[config.mk]
export PLATFORM = sky130hd
export DESIGN_NAME = alu_seq_ctrl
export DESIGN_NICKNAME = d
export VERILOG_FILES = /design/src/rtl/alu_seq_ctrl_pkg.sv /design/src/rtl/alu_seq_ctrl_fifo.sv /design/src/rtl/alu_seq_ctrl.sv
export SDC_FILE = /design/constraint.sdc
export NUM_CORES = 1
export LEC_CHECK = 0
export BUFFER_PORTS_ARGS = -buffer_cell sky130_fd_sc_hd__buf_2
export CORE_ASPECT_RATIO = 0.6
export CORE_MARGIN = 5
export CORE_UTILIZATION = 40
export CTS_BUF_LIST = sky130_fd_sc_hd__clkbuf_8 sky130_fd_sc_hd__clkbuf_16
export DETAILED_ROUTE_END_ITERATION = 8
export GPL_TIMING_DRIVEN = 0
export HOLD_SLACK_MARGIN = 0.08
export PLACE_DENSITY = 0.68
export SKIP_CTS_REPAIR_TIMING = 1
export SYNTH_ARGS = -nofsm -noshare
export SYNTH_HDL_FRONTEND = slang
export SYNTH_HIERARCHICAL = 1
export SYNTH_SLANG_ARGS = --single-unit
[constraint.sdc]
create_clock -name Clk -period 4.1 [get_ports Clk]
set_input_delay 0.205 -clock Clk [delete_from_list [all_inputs] [get_ports Clk]]
set_output_delay 0.205 -clock Clk [all_outputs]
set_load 0.03 [all_outputs]
[src/rtl/alu_seq_ctrl_pkg.sv]
// Shared definitions for the ALU command sequencer: ALU control codes,
// sequencer state encoding and command field widths.
package alu_seq_ctrl_pkg;

   localparam logic [1:0] ALUC_ADD = 2'b00;
   localparam logic [1:0] ALUC_SUB = 2'b01;
   localparam logic [1:0] ALUC_AND = 2'b10;
   localparam logic [1:0] ALUC_OR  = 2'b11;

   localparam int OP_W = 2;

   typedef enum logic [1:0] {
      S_IDLE = 2'd0,
      S_READ = 2'd1,
      S_EXEC = 2'd2,
      S_WB   = 2'd3
   } seq_state_t;

   // A packed command is {op, rs, rt, rd}.
   function automatic int cmdWidth(input int aw);
      return OP_W + 3 * aw;
   endfunction

endpackage

[src/rtl/alu_seq_ctrl_fifo.sv]
// seq_cmd_fifo: DEPTH-entry synchronous command FIFO with head-entry output.
// Pushes while full and pops while empty are ignored.
module seq_cmd_fifo #(
   parameter int DW    = 17,
   parameter int DEPTH = 2
) (
   input  logic          Clk,
   input  logic          Clr,
   input  logic          push,
   input  logic [DW-1:0] pushData,
   input  logic          pop,
   output logic          full,
   output logic          empty,
   output logic [DW-1:0] head
);

   localparam int PW = $clog2(DEPTH);

   logic [DW-1:0] mem [DEPTH];
   logic [PW-1:0] rdPtr;
   logic [PW-1:0] wrPtr;
   logic [PW:0]   count;
   logic          doPush;
   logic          doPop;

   assign full   = (count == (PW+1)'(DEPTH));
   assign empty  = (count == '0);
   assign head   = mem[rdPtr];
   assign doPush = push & ~full;
   assign doPop  = pop & ~empty;

   // Pointers wrap naturally because DEPTH is a power of two.
   always_ff @(posedge Clk) begin
      if (Clr) begin
         rdPtr <= '0;
         wrPtr <= '0;
         count <= '0;
      end else begin
         if (doPush) begin
            mem[wrPtr] <= pushData;
            wrPtr      <= wrPtr + PW'(1);
         end
         if (doPop) begin
            rdPtr <= rdPtr + PW'(1);
         end
         case ({doPush, doPop})
            2'b10:   count <= count + (PW+1)'(1);
            2'b01:   count <= count - (PW+1)'(1);
            default: count <= count;
         endcase
      end
   end

endmodule

[src/rtl/alu_seq_ctrl.sv]
// alu_seq_ctrl: runs queued {op, rs, rt, rd} commands through a shared regfile/ALU
// as READ -> EXEC -> WB. Define ALU_SEQ_R0_PROTECT_EN to suppress writes to register 0.
module alu_seq_ctrl
   import alu_seq_ctrl_pkg::*;
#(
   parameter int W     = 32,
   parameter int AW    = 5,
   parameter int DEPTH = 2
) (
   input  logic          Clk,
   input  logic          Clr,
   input  logic          Cmd_valid,
   output logic          Cmd_ready,
   input  logic [1:0]    Cmd_op,
   input  logic [AW-1:0] Cmd_rs,
   input  logic [AW-1:0] Cmd_rt,
   input  logic [AW-1:0] Cmd_rd,
   output logic [AW-1:0] Ra,
   output logic [AW-1:0] Rb,
   input  logic [W-1:0]  Qa,
   input  logic [W-1:0]  Qb,
   output logic [W-1:0]  X,
   output logic [W-1:0]  Y,
   output logic [1:0]    Aluc,
   input  logic [W-1:0]  R,
   input  logic          Z,
   output logic [AW-1:0] Wr,
   output logic [W-1:0]  D,
   output logic          We,
   output logic          Busy,
   output logic          Done,
   output logic          Done_z
);

   localparam int CW = cmdWidth(AW);

   seq_state_t    state;
   seq_state_t    stateNext;
   logic          popCmd;
   logic          fifoFull;
   logic          fifoEmpty;
   logic [CW-1:0] head;
   logic [1:0]    headOp;
   logic [AW-1:0] headRs;
   logic [AW-1:0] headRt;
   logic [AW-1:0] headRd;
   logic [1:0]    opCur;
   logic [AW-1:0] rdCur;
   logic          zReg;
   logic          weReg;
   logic          writeAllowed;

   seq_cmd_fifo #(
      .DW    (CW),
      .DEPTH (DEPTH)
   ) cmdFifo (
      .Clk      (Clk),
      .Clr      (Clr),
      .push     (Cmd_valid & Cmd_ready),
      .pushData ({Cmd_op, Cmd_rs, Cmd_rt, Cmd_rd}),
      .pop      (popCmd),
      .full     (fifoFull),
      .empty    (fifoEmpty),
      .head     (head)
   );

   assign {headOp, headRs, headRt, headRd} = head;
   assign Cmd_ready = ~fifoFull;
   assign Busy      = (state != S_IDLE) || !fifoEmpty;
   assign We        = weReg & ~Clr;

`ifdef ALU_SEQ_R0_PROTECT_EN
   assign writeAllowed = (rdCur != '0);
`else
   assign writeAllowed = 1'b1;
`endif

   always_ff @(posedge Clk) begin
      if (Clr) begin
         state <= S_IDLE;
      end else begin
         state <= stateNext;
      end
   end

   // WB pops straight into READ when work is queued, avoiding an IDLE bubble.
   always_comb begin
      stateNext = state;
      popCmd    = 1'b0;
      case (state)
         S_IDLE: begin
            if (!fifoEmpty) begin
               popCmd    = 1'b1;
               stateNext = S_READ;
            end
         end
         S_READ:  stateNext = S_EXEC;
         S_EXEC:  stateNext = S_WB;
         S_WB: begin
            if (!fifoEmpty) begin
               popCmd    = 1'b1;
               stateNext = S_READ;
            end else begin
               stateNext = S_IDLE;
            end
         end
         default: stateNext = S_IDLE;
      endcase
   end

   // Each datapath output is loaded on the edge entering its state and then holds.
   always_ff @(posedge Clk) begin
      if (Clr) begin
         opCur  <= '0;
         rdCur  <= '0;
         Ra     <= '0;
         Rb     <= '0;
         X      <= '0;
         Y      <= '0;
         Aluc   <= '0;
         Wr     <= '0;
         D      <= '0;
         zReg   <= 1'b0;
         weReg  <= 1'b0;
         Done   <= 1'b0;
         Done_z <= 1'b0;
      end else begin
         if (popCmd) begin
            opCur <= headOp;
            rdCur <= headRd;
            Ra    <= headRs;
            Rb    <= headRt;
         end
         if (state == S_READ) begin
            X    <= Qa;
            Y    <= Qb;
            Aluc <= opCur;
         end
         weReg <= 1'b0;
         if (state == S_EXEC) begin
            Wr    <= rdCur;
            D     <= R;
            zReg  <= Z;
            weReg <= writeAllowed;
         end
         Done <= (state == S_WB);
         if (state == S_WB) begin
            Done_z <= zReg;
         end
      end
   end

endmodule

* After elaboration in Yosys (flattened, before gate mapping)
Memories as Yosys holds them, arrays and structs flattened. A register that Yosys moved wholly into a read port is not among the register bits. Index checks and enable logic that the tools add are counted.
Operators by class: add/subtract/negate cells 4, $mul 0, divide/modulo/power cells 0, $lt $le $gt $ge 0, equal/unequal tests 7, shift-type cells 0, multiplexer cells 10, bitwise operators 7, reductions and logical operators 7
Operator list (number):
- 2-bit equality test, second input constant | 4
- 2-bit one-hot mux with 4 select lines | 1
- 1-bit two-way mux | 7
- 1-bit bitwise AND | 4
- 2-bit by 1-bit equality test with 1-bit output, second input constant | 2
- 2-bit logical NOT | 2
- 2-bit one-hot mux with 2 select lines | 1
- 2-bit nonzero test | 2
- 1-bit inverter | 3
- 1-bit adder, second input constant | 2
- 2-bit by 1-bit adder with 2-bit output, second input constant | 1
- 2-bit two-way mux | 1
- 2-bit != test, second input constant | 1
- 2-bit OR reduction | 1
- 2-bit by 1-bit subtractor with 2-bit output, second input constant | 1
- 1-bit logical NOT | 1
- 1-bit logical OR | 1
Storage, ports and cells: bits in registers 113, latch bits 0, memory bits (writable) 34, memory bits (read-only) 0, input port bits 117, word-level logic and storage cells 49, memories 1
Memory list:
- cmdFifo.mem | words 2, width 17, rd ports 1, clocked after memory_dff 1, wr ports 1, RTL line alu_seq_ctrl_fifo.sv:19 | logic [DW-1:0] mem [DEPTH];

* Depth between registers and ports, before layout
word-level depth 7, mapped depth 11, gate-level depth less buffers 9

* By module
Netlist, hierarchy kept.
By module, submodules not included:
- alu_seq_ctrl | instances 1, cells each 441, area each 4593.2 sq um, sequential area each 2522.4 sq um
- seq_cmd_fifo | instances 1, cells each 78, area each 1445.1 sq um, sequential area each 1121.1 sq um

* Worst setup path after synthesis
OpenSTA, ideal clock, no wires.
path type reg-to-reg, start point reg cmdFifo.count[0], end point mem cmdFifo.mem[1][0] (enable), arrival 2.047 ns, data required time 3.684 ns, path slack 1.637 ns, cell stages (with the launch flop) 5, buffers on the path 0, period minus slack after synthesis 2.463 ns, cells stage by stage dfxtp_1 nor2b_1 nor2b_1 nand2b_1 nor3b_1
On the way: longest elaborated chain between the ends 7
Ends and longest elaborated chain:
- start, declared | RTL line alu_seq_ctrl_fifo.sv:22 | logic [PW:0] count;
- start signal, assigned | RTL line alu_seq_ctrl_fifo.sv:47 | 2'b10: count <= count + (PW+1)'(1);
- start signal, assigned | RTL line alu_seq_ctrl_fifo.sv:48 | 2'b01: count <= count - (PW+1)'(1);
- start signal, assigned | RTL line alu_seq_ctrl_fifo.sv:49 | default: count <= count;
- 2-bit equality test (*) | RTL line alu_seq_ctrl_fifo.sv:26 | assign full = (count == (PW+1)'(DEPTH));
- via fifoFull | RTL line alu_seq_ctrl.sv:40 | logic fifoFull;
- 1-bit inverter (*) | RTL line alu_seq_ctrl_fifo.sv:29, alu_seq_ctrl.sv:68
- 1-bit bitwise AND | RTL line alu_seq_ctrl.sv:59 | .push (Cmd_valid & Cmd_ready),
- 1-bit bitwise AND (*) | RTL line alu_seq_ctrl_fifo.sv:29 | assign doPush = push & ~full;
- 1-bit two-way mux (*) | RTL line alu_seq_ctrl_fifo.sv:39 | if (doPush) begin
- 1-bit two-way mux (*) | RTL line alu_seq_ctrl_fifo.sv:34 | if (Clr) begin
- 1-bit two-way mux (implied by the code) (*) | RTL line alu_seq_ctrl_fifo.sv:40 | mem[wrPtr] <= pushData;
- end, declared | RTL line alu_seq_ctrl_fifo.sv:19
The timed path passes the listed nets; every way through them passes the cells marked *.

* Final worst setup path
start point reg state[0], end point reg cmdFifo.count[1]
On the way: longest elaborated chain between the ends 6, elaborated cells between the ends (all ways) 9, classes of those cells eq/ne (3); mux (2); bitwise (1); reduce/logical (3)
Ends and longest elaborated chain:
- start, declared | RTL line alu_seq_ctrl.sv:37 | seq_state_t state;
- start signal, assigned | RTL line alu_seq_ctrl.sv:82 | state <= stateNext;
- 2-bit equality test / 2-bit logical NOT (equally long branches) | RTL line alu_seq_ctrl.sv:90 | case (state)
- 2-bit OR reduction (no source line) (*)
- 1-bit two-way mux (*)
- via popCmd | RTL line alu_seq_ctrl.sv:39 | logic popCmd;
- 1-bit bitwise AND (*) | RTL line alu_seq_ctrl_fifo.sv:30 | assign doPop = pop & ~empty;
- via cmdFifo.doPop | RTL line alu_seq_ctrl_fifo.sv:24 | logic doPop;
- 2-bit by 1-bit equality test with 1-bit output / 2-bit equality test (equally long branches) | RTL line alu_seq_ctrl_fifo.sv:46 | case ({doPush, doPop})
- 2-bit one-hot mux with 2 select lines / 2-bit nonzero test (equally long branches)
Marks and branches as above. A chain may end at the register's enable or synchronous reset.

==> summary.txt <==
Status
  • Status: finished, final reports clean

CTS
  • Clk sink count: 165
  • H-tree Lvls: 4
  • CTS tree: built
  • Clock Tree Buf Depth: 2
  • Worst-path clk slew: 0.06 ns
  • Skew-Pair Late Insertion Delay: 0.41 ns
  • Root buf cell: clkbuf_16
  • Total CTS buffers: 17

Synth
  • Top post-synthesis cells by area: dfxtp_1, mux2i_1, edfxtp_1, nor2_1, nand2_1
  • Mapped Area: 6040 um^2
  • #FFs+latches synth: 165
  • Syn Area/Cell: 11.6 um^2
  • Syn. warnings: 6
  • Post-synthesis sequential area ratio: 60.3%
  • Net Count, Synth: 643
  • Count of different cell masters after synthesis: 32
  • Post-synthesis cell count: 519
  • Top cell type's share of synthesized area: 43.4%
  • Cell taking the most area after synthesis: dfxtp_1

Route
  • Routed vias: 4,854
  • Drt total wl: 16,800 um
  • Vias per cell: 4.51
  • Routed WL per cell: 15.6 um
  • Final ANT Viol Nets: 0
  • Drt initial violations: 278
  • # DRC: 0
  • DRT Pass-1 Iters: 4

GRT
  • GRT met2 Usage: 27.5%
  • Largest net degree at the start of global routing: 17
  • Grt ovf: 0
  • GR met3 Demand/Resource: 5.74%
  • Most Used Layer, Global Route: met2
  • First-pass GRT wire length: 24,100 um
  • GRT Total Usage: 16.9%
  • Vias in the first global route: 4,733
  • GR Layer Usage met1: 22.1%
  • Initial antenna violation count: 0

Die
  • # rows: 34
  • Die extent in y: 105 um
  • Die X: 169 um
  • I/O Pins: 235
  • Die area: 17,700 um^2
  • Core area: 14,600 um^2
  • Starting Density: 41.3%

Min path
  • Worst min-delay path class: in2reg

Placed design
  • Buffers on Ports: 234
  • Pre-CTS WS: 1.64 ns
  • Detailed placer's ending HPWL: 11,900 um
  • Final GP Congestion: 0.841
  • Placed cells: 953

Timing
  • Final setup vio count: 0
  • Tmin final: 2.47 ns
  • Max_slew headroom: 46.4%
  • Setup TNS Final: 0 ns
  • Worst-margin pin slew: 0.800 ns
  • Final hold violation count: 0
  • Max Slew Vio Count: 0
  • Clock skew: 0.00937 ns
  • RSZ-0062 raised after global routing: false
  • Fmax: 0.405 GHz
  • Tcrit/Tclk final: 60.3%
  • Final setup margin: 1.63 ns

Worst setup path
  • WP data required: 4.44 ns
  • Kind of critical path: reg2reg
  • Crit start category: register
  • Endpoint type of the worst setup path: register
  • CP arrival: 2.81 ns
  • CP max FO: 10

Layout
  • Ant. Diodes: 0
  • Share of layout cells above drive strength 1: 35.2%
  • Non-Filler Instances: 1,076
  • Core Util, Final: 61.3%
  • NumNets Final: 989
  • P&R area growth vs syn: 48.5%

Power and ir drop
  • Worst vdd ir: 0.000377 V
  • PD cells: 673 nW/um^2
  • Lkg Pwr: 4.01 nW

Flow run
  • Max Cap Viol: 0
-- registers in the layout, summed over array words and instances, names as in the netlist, named ones only --
name	flops
Aluc	2
D	32
Done	1
Done_z	1
Ra	5
Rb	5
Wr	5
X	32
Y	32
cmdFifo/count	2
cmdFifo/mem	34
cmdFifo/rdPtr	1
cmdFifo/wrPtr	1
opCur	2
rdCur	5
state	2
weReg	1
zReg	1
-- cells in the mapped netlist --
library cell / number
a21oi_1: 12
mux2_2: 7
buf_4: 4
a2111oi_0: 1
o21ai_0: 2
buf_6: 6
nor2b_1: 5
inv_1: 4
buf_1: 4
mux2i_1: 105
edfxtp_1: 34
nand2b_1: 1
or2_1: 1
nor3_1: 2
nor3b_1: 1
or2_2: 1
nor2_1: 109
and2b_1: 1
xnor2_1: 2
mux2_1: 10
buf_12: 1
dfxtp_1: 131
a21oi_2: 9
xor2_1: 1
inv_8: 1
nand2_1: 36
ha_1: 7
clkbuf_1: 6
buf_2: 11
or3_1: 2
nand3_1: 1
o21a_1: 1
-- worst paths after layout --
path	from	depth (start not counted)	to	slack, ns
min reg2reg	Rb[1]	2	Rb[1]	0.46
max reg2reg	state[0]	10	cmdFifo/count[1]	1.63
max	state[0]	10	cmdFifo/count[1]	1.63
min	Qa[29]	3	X[29]	0.04
-- worst max-delay path, cell delays in order, from the launching register on --
cell and delay (ns):
dfxtp_1 0.41, inv_1 0.12, ha_1 0.33, or2_1 0.24, buf_6 0.15, inv_8 0.08
buf_12 0.13, o21a_1 0.15, ha_1 0.27, or3_1 0.36, a21oi_1 0.15
-- cell families (layout without fill, tap and decap cells) --
kind of cell	after synthesis	after routing	share of synthesized area, %
flops	165	165	60.3
simple gates	160	160	10.5
mux	122	122	20.6
buf+inv	37	396	3.92
compound gates	25	25	2.74
fa+ha+maj	7	7	1.45
xor+xnor	3	3	0.435
-- cell type report --
class                   count  area [um^2]
plain buffers              32          210
flip-flops and latches    165         3640
fillers                  1160         5670
clock buffers              17          425
repair buffers            327         2100
inverters                   5         26.3
well taps                 198          248
multi-input cells         317         2170
clock inverters            15          143
-- layout by cell type (no fill, tap or decap), types with 2 or more instances in the layout --
master | netlist | final
inv_6 | 0 | 5
buf_6 | 6 | 8
a21oi_1 | 12 | 12
a21oi_2 | 9 | 9
mux2i_1 | 105 | 105
dlygate4sd3_1 | 0 | 91
nor2b_1 | 5 | 5
edfxtp_1 | 34 | 34
inv_8 | 1 | 3
inv_4 | 0 | 2
clkbuf_16 | 0 | 17
or3_1 | 2 | 2
inv_1 | 4 | 5
mux2_1 | 10 | 10
buf_4 | 4 | 4
ha_1 | 7 | 7
clkbuf_1 | 6 | 6
nor2_1 | 109 | 109
clkinv_4 | 0 | 2
dfxtp_1 | 131 | 131
nand2_1 | 36 | 36
buf_1 | 4 | 4
buf_2 | 11 | 245
o21ai_0 | 2 | 2
mux2_2 | 7 | 7
xnor2_1 | 2 | 2
-- report_power, final --
| part | internal (mW) | total (mW) | switching (mW) |
|---|---|---|---|
| Clock | 0.854 | 1.53 | 0.680 |
| Sequential | 2.00 | 2.18 | 0.174 |
| Combinational | 0.906 | 2.32 | 1.42 |
-- metrics by stage --
step | hold slack, ns | area (um^2) | power, mW
global placement | 0.392 | 7460 | 4.38
floorplan | 0.274 | 6040 | 3.84
global route | 0.0802 | 8970 | 6.36
detailed placement | 0.399 | 7490 | 4.47
CTS | -0.0337 | 8060 | 6.00
finish | 0.0389 | 8970 | 6.03
-- per-layer routing --
| layer | share of wire, % | up-vias | routed length, um |
|---|---|---|---|
| met2 | 47 | 172 | 7880 |
| met3 | 6.7 | 20 | 1120 |
| met1 | 45 | 2222 | 7570 |
| met4 | 1.2 | 0 | 202 |
| met5 | 0 | - | 0 |
| li1 | - | 2440 | - |
(Power assumes the default switching activity.)
